### config.mk
export PLATFORM = sky130hd
export DESIGN_NAME = temp_sampler_flat
export DESIGN_NICKNAME = d
export VERILOG_FILES = /design/src/rtl/temp_sampler_pkg.sv /design/src/rtl/temp_sampler_if.sv /design/src/rtl/boxcar_avg.sv /design/src/rtl/temp_sampler.sv /design/src/flat_wrapper.sv
export SDC_FILE = /design/constraint.sdc
export NUM_CORES = 1
export LEC_CHECK = 0
export CORE_MARGIN = 4
export CORE_UTILIZATION = 40
export DETAILED_ROUTE_END_ITERATION = 10
export GPL_TIMING_DRIVEN = 0
export PLACE_DENSITY = 0.57
export SYNTH_ARGS = -nofsm -noshare
export SYNTH_HDL_FRONTEND = slang
export SYNTH_SLANG_ARGS = --single-unit
export TNS_END_PERCENT = 10
### constraint.sdc
create_clock -name clk -period 11.12 [get_ports clk]
set_clock_uncertainty 0.2 [all_clocks]
set_input_delay 2.224 -clock clk [delete_from_list [all_inputs] [get_ports clk]]
set_output_delay 2.224 -clock clk [all_outputs]
set_load 0.005 [all_outputs]
### src/rtl/temp_sampler_pkg.sv
// temp_pkg: shared types and constants for the temp_sampler block.
//   state_t          : FILL / RUN / FAULT controller states
//   TEMP_MAX/MIN     : Q7.0 saturation limits of T_cur
//   is_bad_code()    : open (all-zero) / short (all-ones) sensor code detector
package temp_pkg;

  typedef enum logic [1:0] {
    FILL  = 2'd0,
    RUN   = 2'd1,
    FAULT = 2'd2
  } state_t;

  localparam int TEMP_MAX = 127;
  localparam int TEMP_MIN = -128;

  // Open-sensor and shorted-sensor codes, expressed for any ADC width up to 32.
  localparam logic [31:0] BAD_CODE_OPEN = 32'd0;

  function automatic logic is_bad_code(input logic [31:0] code, input int w);
    logic [31:0] all_ones;
    all_ones = (32'd1 << w) - 32'd1;
    return (code == BAD_CODE_OPEN) || (code == all_ones);
  endfunction

endpackage

### src/rtl/temp_sampler_if.sv
// temp_sampler_if: ADC-side input strobe and estimator-side outputs.
//   adc_valid/adc_data   : raw ADC sample strobe and code
//   zero_code/gain_shift : static conversion settings
//   T_cur/t_valid/init   : Q7.0 temperature, its strobe, estimator re-seed pulse
//   fault                : high while the sensor is considered faulty
//   master : drives the ADC side (testbench / upstream)
//   slave  : the temp_sampler block
interface temp_sampler_if #(
  parameter int W_ADC = 12
);
  logic               adc_valid;
  logic [W_ADC-1:0]   adc_data;
  logic [W_ADC-1:0]   zero_code;
  logic [3:0]         gain_shift;
  logic signed [7:0]  T_cur;
  logic               t_valid;
  logic               init;
  logic               fault;

  modport master (
    output adc_valid, adc_data, zero_code, gain_shift,
    input  T_cur, t_valid, init, fault
  );

  modport slave (
    input  adc_valid, adc_data, zero_code, gain_shift,
    output T_cur, t_valid, init, fault
  );
endinterface

### src/rtl/boxcar_avg.sv
// boxcar_avg: circular buffer of the last 2^N_LOG accepted samples plus the
// running sum over them.
//   clk, rst_n : clock, synchronous active-low reset
//   clear      : empties buffer, sum, pointer and fill counter
//   wr_en/din  : writes one sample (overwrites the oldest entry)
//   sum        : registered sum of the buffer contents
//   fill_cnt   : number of samples written since the last clear (saturates)
module boxcar_avg #(
  parameter int W_ADC = 12,
  parameter int N_LOG = 2
) (
  input  logic                   clk,
  input  logic                   rst_n,
  input  logic                   clear,
  input  logic                   wr_en,
  input  logic [W_ADC-1:0]       din,
  output logic [W_ADC+N_LOG-1:0] sum,
  output logic [N_LOG:0]         fill_cnt
);
  localparam int WIN   = 1 << N_LOG;
  localparam int SUM_W = W_ADC + N_LOG;
  localparam int PTR_W = (N_LOG > 0) ? N_LOG : 1;

  logic [W_ADC-1:0] buf_q [WIN];
  logic [PTR_W-1:0] ptr;

  // Empty slots hold zero, so the same sum + new - oldest update works while
  // filling and while running.
  always_ff @(posedge clk) begin
    if (!rst_n || clear) begin
      sum      <= '0;
      ptr      <= '0;
      fill_cnt <= '0;
      for (int i = 0; i < WIN; i++) buf_q[i] <= '0;
    end else if (wr_en) begin
      sum        <= sum + SUM_W'(din) - SUM_W'(buf_q[ptr]);
      buf_q[ptr] <= din;
      ptr        <= (ptr == PTR_W'(WIN - 1)) ? '0 : ptr + 1'b1;
      if (fill_cnt != (N_LOG + 1)'(WIN)) fill_cnt <= fill_cnt + 1'b1;
    end
  end

endmodule

### src/rtl/temp_sampler.sv
// temp_sampler: ADC front end for the temperature-derivative estimator.
// Rejects open/short codes, boxcar-averages 2^N_LOG samples, converts the mean
// to saturated signed Q7.0 and issues t_valid / init / fault.
//   clk, rst_n : clock, synchronous active-low reset
//   bus        : temp_sampler_if.slave (ADC strobe in, T_cur/t_valid/init/fault out)
// Latency: adc_valid in cycle n -> t_valid in cycle n+2.
// Optional: define TEMP_SAMPLER_TIMEOUT_EN to fault after TIMEOUT idle cycles
// (fault is visible TIMEOUT cycles after the last strobe; TIMEOUT >= 2).
module temp_sampler
  import temp_pkg::*;
#(
  parameter int W_ADC   = 12,
  parameter int N_LOG   = 2,
  parameter int TIMEOUT = 1000
) (
  input  logic          clk,
  input  logic          rst_n,
  temp_sampler_if.slave bus
);
  localparam int WIN   = 1 << N_LOG;
  localparam int SUM_W = W_ADC + N_LOG;
  localparam logic signed [W_ADC:0] SAT_HI = TEMP_MAX;
  localparam logic signed [W_ADC:0] SAT_LO = TEMP_MIN;

  function automatic logic signed [7:0] sat_q7(input logic signed [W_ADC:0] v);
    if (v > SAT_HI)      return 8'sd127;
    else if (v < SAT_LO) return -8'sd128;
    else                 return v[7:0];
  endfunction

  state_t            state, state_nxt;
  logic              accept, bad, last_fill;
  logic              buf_clr, buf_wr, sched, sched_init;
  logic              timeout_hit;
  logic [SUM_W-1:0]  sum_p1;
  logic [N_LOG:0]    fill_cnt;
  logic              vld_p1, init_p1;
  logic [W_ADC-1:0]  mean_p1;
  logic signed [W_ADC:0] diff_p1, shf_p1;

  assign bad       = bus.adc_valid && is_bad_code(32'(bus.adc_data), W_ADC);
  assign accept    = bus.adc_valid && !bad;
  assign last_fill = (fill_cnt == (N_LOG + 1)'(WIN - 1));

`ifdef TEMP_SAMPLER_TIMEOUT_EN
  localparam int IDLE_W = $clog2(TIMEOUT + 1);
  logic [IDLE_W-1:0] idle_cnt;

  // Counter reads k-1 in the k-th cycle after the last strobe, so the
  // transition fires one cycle ahead and fault shows TIMEOUT cycles after it.
  always_ff @(posedge clk) begin
    if (!rst_n || bus.adc_valid || state == FAULT) idle_cnt <= '0;
    else                                           idle_cnt <= idle_cnt + 1'b1;
  end
  assign timeout_hit = !bus.adc_valid && (state != FAULT) &&
                       (idle_cnt == IDLE_W'(TIMEOUT - 2));
`else
  logic unused_timeout;
  assign unused_timeout = ^TIMEOUT;
  assign timeout_hit    = 1'b0;
`endif

  always_ff @(posedge clk) begin
    if (!rst_n) state <= FILL;
    else        state <= state_nxt;
  end

  always_comb begin
    state_nxt  = state;
    buf_clr    = 1'b0;
    buf_wr     = 1'b0;
    sched      = 1'b0;
    sched_init = 1'b0;
    case (state)
      FILL, RUN: begin
        if (bad || timeout_hit) begin
          state_nxt = FAULT;
          buf_clr   = 1'b1;
        end else if (accept) begin
          buf_wr = 1'b1;
          if (state == RUN) begin
            sched = 1'b1;
          end else if (last_fill) begin
            state_nxt  = RUN;
            sched      = 1'b1;
            sched_init = 1'b1;
          end
        end
      end
      FAULT: begin
        // Buffer is already empty here, so this sample becomes fill sample 1.
        if (accept) begin
          buf_wr = 1'b1;
          if (last_fill) begin
            state_nxt  = RUN;
            sched      = 1'b1;
            sched_init = 1'b1;
          end else begin
            state_nxt = FILL;
          end
        end
      end
      default: state_nxt = FILL;
    endcase
  end

  // Stage 1: running sum and buffer, output scheduling
  boxcar_avg #(
    .W_ADC (W_ADC),
    .N_LOG (N_LOG)
  ) u_boxcar (
    .clk      (clk),
    .rst_n    (rst_n),
    .clear    (buf_clr),
    .wr_en    (buf_wr),
    .din      (bus.adc_data),
    .sum      (sum_p1),
    .fill_cnt (fill_cnt)
  );

  always_ff @(posedge clk) begin
    if (!rst_n) begin
      vld_p1  <= 1'b0;
      init_p1 <= 1'b0;
    end else begin
      vld_p1  <= sched;
      init_p1 <= sched_init;
    end
  end

  assign mean_p1 = sum_p1[SUM_W-1:N_LOG];
  assign diff_p1 = $signed({1'b0, mean_p1}) - $signed({1'b0, bus.zero_code});
  assign shf_p1  = diff_p1 >>> bus.gain_shift;

  // Stage 2: converted temperature and strobes
  always_ff @(posedge clk) begin
    if (!rst_n) begin
      bus.T_cur   <= '0;
      bus.t_valid <= 1'b0;
      bus.init    <= 1'b0;
    end else begin
      bus.t_valid <= vld_p1;
      bus.init    <= init_p1;
      if (vld_p1) bus.T_cur <= sat_q7(shf_p1);
    end
  end

  assign bus.fault = (state == FAULT);

endmodule

### src/flat_wrapper.sv
// flat-port wrapper written by rule: the top's interface ports become plain ports
module temp_sampler_flat import temp_pkg::*;
#(
  parameter int W_ADC   = 12,
  parameter int N_LOG   = 2,
  parameter int TIMEOUT = 1000
)
  (clk, rst_n, bus_adc_valid, bus_adc_data, bus_zero_code, bus_gain_shift, bus_T_cur, bus_t_valid, bus_init, bus_fault);
  temp_sampler_if #(.W_ADC(W_ADC)) bus_i ();
  input  logic clk;
  input  logic rst_n;
  input wire logic [$bits(bus_i.adc_valid)-1:0] bus_adc_valid;
  input wire logic [$bits(bus_i.adc_data)-1:0] bus_adc_data;
  input wire logic [$bits(bus_i.zero_code)-1:0] bus_zero_code;
  input wire logic [$bits(bus_i.gain_shift)-1:0] bus_gain_shift;
  output wire logic [$bits(bus_i.T_cur)-1:0] bus_T_cur;
  output wire logic [$bits(bus_i.t_valid)-1:0] bus_t_valid;
  output wire logic [$bits(bus_i.init)-1:0] bus_init;
  output wire logic [$bits(bus_i.fault)-1:0] bus_fault;
  assign bus_i.adc_valid = bus_adc_valid;
  assign bus_i.adc_data = bus_adc_data;
  assign bus_i.zero_code = bus_zero_code;
  assign bus_i.gain_shift = bus_gain_shift;
  assign bus_T_cur = bus_i.T_cur;
  assign bus_t_valid = bus_i.t_valid;
  assign bus_init = bus_i.init;
  assign bus_fault = bus_i.fault;
  temp_sampler #(.W_ADC(W_ADC), .N_LOG(N_LOG), .TIMEOUT(TIMEOUT)) u_core (.clk(clk), .rst_n(rst_n), .bus(bus_i));
endmodule
==> flow_summary.ini, run 1 <==
[status]
status = complete, no violations

[global_route]
antenna_found_initial = 0
gr-total-overflow = 0
grt_pass1_wl_mm = 20.8
track_usage_pct = 16.2
grt_pass1_vias = 4256
grt_max_degree = 16

[placed_design]
dp.cells = 801
portBuffers = 40
dpl_cell_area_sq_um = 6270
dp_hpwl_mm = 10.2
gp_congestion = 0.884

[clock_tree]
cts_tree = yes
cts.root.buffer_cell = clkbuf_16
cts_resized = 0
clock_sinks = 83
htree_levels = 3
insertion_delay_ps = 340
hold_buffers = 0
cts_buffer_depth = 2
post_cts_buffers = 0
cts_made_buffers = 9
cts.reportedPaths.clkPinSlew_ps = 60

[layout]
drive_above_1_share_pct = 9.89
utilization_pct = 47.7
finalInstanceArea_sq_um = 6590
syn_to_final_growth_pct = 16.9
num_antenna_cells = 0
n_fill_cell = 1346
layout.nets = 706
stdcell_count = 817

[route]
drc_errors = 0
drt-total-wl_mm = 12.6
vias_per_cell = 5.23
drt-pass1-iter-count = 4
vias = 4271
detail-route-antenna-nets = 0
wl_per_cell_um = 15.4
drt-initial-drc-count = 188

[die]
initial_utilization_pct = 40.8
ios = 42
dieArea_sq_um = 16100
core_area_sq_um = 13800
dieWidth_um = 127
fp-row-count = 43
fp.dieH_um = 127

[sta]
finalSetupTns_ps = 0
rsz0062_at_grt = false
fin_crit_ps = 6490
hold_viol = 0
fmax_ghz = 0.154
period_share_pct = 58.4
maxSlewHeadroom_pct = 26.0
tightest_slew_ps = 1110
drv_slew = 0
setup_violations = 0

[logic_synthesis]
synthesis.area_sq_um = 5640
synth.net_count = 655
postSynthAreaPerCell_sq_um = 9.71
synthTopCellsByArea = edfxtp_1, dfxtp_1, ha_1
synth_flop_cell = edfxtp_1
synth.top_cell.area_share_pct = 25.5
synth_edf_count = 48
ys_ff_latch = 83
synthCells = 581
yosysWarnings = 0
synth_largest_area_cell = edfxtp_1
synth-seq-area-share_pct = 38.0
synth.distinct_cells = 77
synthArstFlopShare_pct = 0

[hold_path]
hp-class = register to register

[power]
ir_drop_mv = 0.186
leakagePower_uw = 0.00269
cellPowerDensity_nw_per_um2 = 225

[worst_setup_path]
critical_path_class = input pin to register
setup.worst_path.end_class = register
crit_arrival_ps = 6560
critical_path.max_fanout = 5
crit_required_ps = 11190
worstSetupStartpointType = input pin

[flow_run]
cap_violations = 0
-- synth_stat cells, types with 3 or more instances --
master / count
nand4_1: 6
o31ai_1: 6
o211ai_1: 6
clkbuf_1: 16
nor3b_1: 3
clkbuf_8: 3
xor2_1: 9
nor2_1: 47
or3_1: 3
nor4_1: 14
dfxtp_1: 35
a31oi_1: 4
inv_1: 69
mux4_2: 13
xnor2_1: 8
a22o_1: 3
ha_1: 30
a21oi_1: 31
nand3_1: 18
fa_1: 13
nand2b_1: 4
edfxtp_1: 48
a311o_1: 3
nor3_1: 11
and2_1: 30
nor2b_1: 7
a21o_1: 6
nand2_1: 41
o21a_1: 5
or2_2: 6
mux2i_1: 6
o21ai_0: 23
-- cell families after synthesis --
kind of cell               count (synthesis)  share of synthesized area [%]
buffers and inverters                     93                           7.01
AOI/OAI and AO/OA                        122                           15.5
muxes                                     23                           7.36
xor gates and xnor gates                  18                           2.93
adders and majority gates                 43                           11.3
and+or+nand+nor                          199                           18.0
DFF                                       83                           38.0
-- path summary, 6_finish.rpt --
check             cells after the start  slack [ps]             from                 endpoint
setup reg to reg                     14        5570         register  u_core.u_boxcar.sum[13]
hold reg to reg                       1         240   u_core.init_p1          u_core.bus.init
hold / removal                        1         240   u_core.init_p1          u_core.bus.init
setup / recovery                     14        4630  bus_adc_data[1]  u_core.u_boxcar.sum[13]
-- routing by layer --
layer,global-route usage (%),wire length [um],share of wire (%)
met1,19.2,5540,44
met2,29.4,6490,51
met3,3.28,451,3.6
met4,4.61,135,1.1
met5,0,0,0
-- worst max-delay path: stages --
cell and delay (ps):
clkdlybuf4s50_1 550, inv_1 130, fa_1 610, inv_1 60, ha_1 280, a21o_1 180, a21o_1 210, a2111oi_0 800
o31ai_1 210, o41ai_1 460, o21ai_0 210, xnor2_1 190, or3_1 310, a21oi_1 140
-- report_power, final --
group / total, uW / switching, uW / leakage [uW] / internal (uW)
clock network: 322 / 124 / 0.000157 / 198
registers: 393 / 28.0 / 0.000787 / 365
logic: 767 / 436 / 0.00175 / 331
total: 1480 / 588 / 0.00269 / 894
-- layout make-up --
cell class / count / area [sq um] / area share (%)
buffer: 23 / 133 / 2.01
clock buffer: 9 / 225 / 3.42
clock inverter: 7 / 100 / 1.52
inverter: 70 / 263 / 3.99
multi-input combinational: 405 / 3100 / 47.1
sequential: 83 / 2140 / 32.5
tap: 180 / 225 / 3.42
timing repair buffer: 40 / 400 / 6.07
-- flip-flops by register name, summed over array words and instances, names as in the netlist, named ones only --
name	flops
u_core.u_boxcar.buf_q	48
u_core.u_boxcar.sum	14
u_core.bus.T_cur	8
u_core.u_boxcar.fill_cnt	3
u_core.state	2
u_core.u_boxcar.ptr	2
u_core.bus.init	1
u_core.bus.t_valid	1
u_core.init_p1	1
u_core.vld_p1	1
-- metrics by stage --
| stage | total power (uW) | setup slack (ps) | hold slack [ps] |
|---|---|---|---|
| floorplan | 999 | 5560 | 212 |
| global placement | 1150 | 4270 | 218 |
| detailed placement | 1170 | 4230 | 222 |
| CTS | 1490 | 4600 | 238 |
| global route | 1610 | 4380 | 243 |
| finish | 1480 | 4630 | 237 |
-- cells in the final DEF, fill, tap and decap left out, types with 16 or more instances in the layout --
cell type	instances
nand2_1	41
nor2_1	47
and2_1	30
nand3_1	18
clkdlybuf4s50_1	40
a21oi_1	31
ha_1	30
edfxtp_1	48
o21ai_0	23
clkbuf_1	16
inv_1	69
dfxtp_1	35
Note: power is estimated with default switching activity, not from simulation.
==> run 2: changes to the inputs <==
==> constraint.sdc (replaced) <==
create_clock -name clk -period 6.4 [get_ports clk]
set_clock_uncertainty 0.2 [all_clocks]
set_input_delay 1.28 -clock clk [delete_from_list [all_inputs] [get_ports clk]]
set_output_delay 1.28 -clock clk [all_outputs]
set_load 0.005 [all_outputs]
==> results of run 2 <==
The final DEF is identical to that of run 1. Status: complete, no violations.
Main changes from that run: setup slack after placement 4230 ps -> 452 ps; setup slack after layout 4630 ps -> 846 ps; register-to-register setup slack 5570 ps -> 850 ps; total power 1480 uW -> 2570 uW; worst IR drop on VDD 0.186 mV -> 0.323 mV
==> run 3: changes to the inputs <==
--- a/config.mk
+++ b/config.mk
@@ -5,11 +5,12 @@
 export SDC_FILE = /design/constraint.sdc
 export NUM_CORES = 1
 export LEC_CHECK = 0
+export CAP_MARGIN = 20
 export CORE_MARGIN = 4
-export CORE_UTILIZATION = 40
+export CORE_UTILIZATION = 60
 export DETAILED_ROUTE_END_ITERATION = 10
 export GPL_TIMING_DRIVEN = 0
-export PLACE_DENSITY = 0.57
+export PLACE_DENSITY = 0.8
 export SYNTH_ARGS = -nofsm -noshare
 export SYNTH_HDL_FRONTEND = slang
 export SYNTH_SLANG_ARGS = --single-unit
==> flow_summary.ini, run 3 (synthesized netlist as in run 1, its figures left out) <==
[route]
drt-initial-drc-count = 192
drc_errors = 0
routed.top_layer = met4
drt-pass1-iter-count = 5
vias_per_cell = 5.92
route.met2.wl_mm = 6.39
wl_met1_mm = 5.12
wl_per_cell_um = 16.3
detail-route-antenna-nets = 0
wl_met3_um = 502
vias = 4435
drt-total-wl_mm = 12.2

[clock_tree]
cts.root.buffer_cell = clkbuf_8
cts_made_buffers = 9
hold_buffers = 0
cts_buffer_depth = 2
htree_levels = 3
cts_tree = yes
post_cts_buffers = 0
cts_resized = 0
cts.reportedPaths.clkPinSlew_ps = 90
clock_sinks = 83
insertion_delay_ps = 380

[layout]
num_antenna_cells = 0
layout_commonest_cell = inv_1
drive_above_1_share_pct = 9.87
reg_top3 = u_core.u_boxcar.buf_q (48), u_core.u_boxcar.sum (14), u_core.bus.T_cur (8)
n_fill_cell = 709
layout.nets = 707
syn_to_final_growth_pct = 13.1
regMostFlops = u_core.u_boxcar.buf_q
final_cell_mix = inv_1, edfxtp_1, nor2_1, nand2_1, clkdlybuf4s50_1
utilization_pct = 69.4
largest_reg_flops = 48

[die]
initial_utilization_pct = 61.3
fp-row-count = 35
dieWidth_um = 105
fp.dieH_um = 105
core_area_sq_um = 9200
dieArea_sq_um = 11000
ios = 42

[worst_setup_path]
critical_path_class = register to register
reg2reg_depth = 14
crit_required_ps = 6500
critical_path.max_fanout = 10
setup.worst_path.end_class = register
r2r_slack_ps = 750
crit_arrival_ps = 5750
worst_r2r_endpoint = u_core.u_boxcar.sum[13]
worstSetupStartpointType = register

[power]
ir_drop_mv = 0.180
p_switching_uw = 1020
power_uw = 2400
seqPwrFrac_pct = 28.4
leakagePower_uw = 0.00264
cellPowerDensity_nw_per_um2 = 376
p_comb_share_pct = 55.9
sw_frac_of_total_pct = 42.5
power.internal_uw = 1380
p_clk_share_pct = 15.8

[sta]
period_share_pct = 88.2
fin_ws_ps = 752
fmax_ghz = 0.177
drv_slew = 0
holdWs_ps = 244
hold_viol = 0
rsz0062_at_grt = false
setup_violations = 0
finalSetupTns_ps = 0
fin_crit_ps = 5650
tightest_slew_ps = 823
maxSlewHeadroom_pct = 43.7

[hold_path]
hp-class = register to register
hold_path_startpoint = u_core.init_p1
hold_depth = 1
min_to = u_core.bus.init

[placed_design]
dp_hpwl_mm = 9.65
gp_congestion = 0.931
pre_cts_slack_ps = 613
portBuffers = 40

[global_route]
grt_pass1_vias = 4459
grt_pass1_wl_mm = 20.4
antenna_found_initial = 0
track_usage_pct = 22.9
grt_max_degree = 16
gr-total-overflow = 0

[flow_run]
cap_violations = 0

[status]
status = complete, no violations
-- run 3: critical path: stages (launching register included) --
cell and delay, ps:
dfxtp_1 410, buf_1 670, mux4_2 630, fa_1 550, inv_1 50, ha_1 280
a21o_1 200, a21o_1 210, a2111oi_0 770, o31ai_1 230, o41ai_1 480, o21ai_0 220
xnor2_1 200, or3_1 320, a21oi_1 130
-- run 3: power groups by stage --
stage | Combinational, uW | Clock (uW) | Sequential (uW)
3_5_place_dp | 1320 | 0 | 692
4_1_cts | 1330 | 381 | 681
6_report | 1340 | 378 | 680
5_1_grt | 1490 | 403 | 688
2_1_floorplan | 1060 | 0 | 672
3_3_place_gp | 1270 | 0 | 689
-- run 3: metal layers --
metal | vias up | global-route usage (%)
met5 | - | 0
met4 | 0 | 8.72
met3 | 22 | 4.76
met2 | 100 | 41.6
met1 | 2129 | 26.2
li1 | 2184 | -
-- run 3: area by class of cell --
type,count,area [sq um],share of cell area (%)
Buffer,23,133,2.08
Multi-Input combinational cell,405,3100,48.6
Inverter,70,263,4.12
Timing Repair Buffer,41,408,6.39
Sequential cell,83,2140,33.6
Tap cell,111,139,2.18
Clock inverter,5,40.0,0.627
Clock buffer,11,153,2.39
-- run 3: worst max-delay path by stage --
stage	startpoint	end	slack, ps	cells past startpoint
after floorplan	register	u_core.u_boxcar.sum[13]	1660	14
after global placement	bus_adc_data[1]	u_core.u_boxcar.sum[13]	590	14
after detailed placement	bus_adc_data[1]	u_core.u_boxcar.sum[13]	610	14
after CTS	register	u_core.u_boxcar.sum[13]	780	14
after global routing	register	u_core.u_boxcar.sum[13]	440	14
final	register	u_core.u_boxcar.sum[13]	750	14
-- run 3: metrics by stage --
step                area [sq um]  std cells
finish                      6380        749
detailed placement          6180        732
global placement            6180        732
CTS                         6370        748
floorplan                   5640        581
global route                6380        749
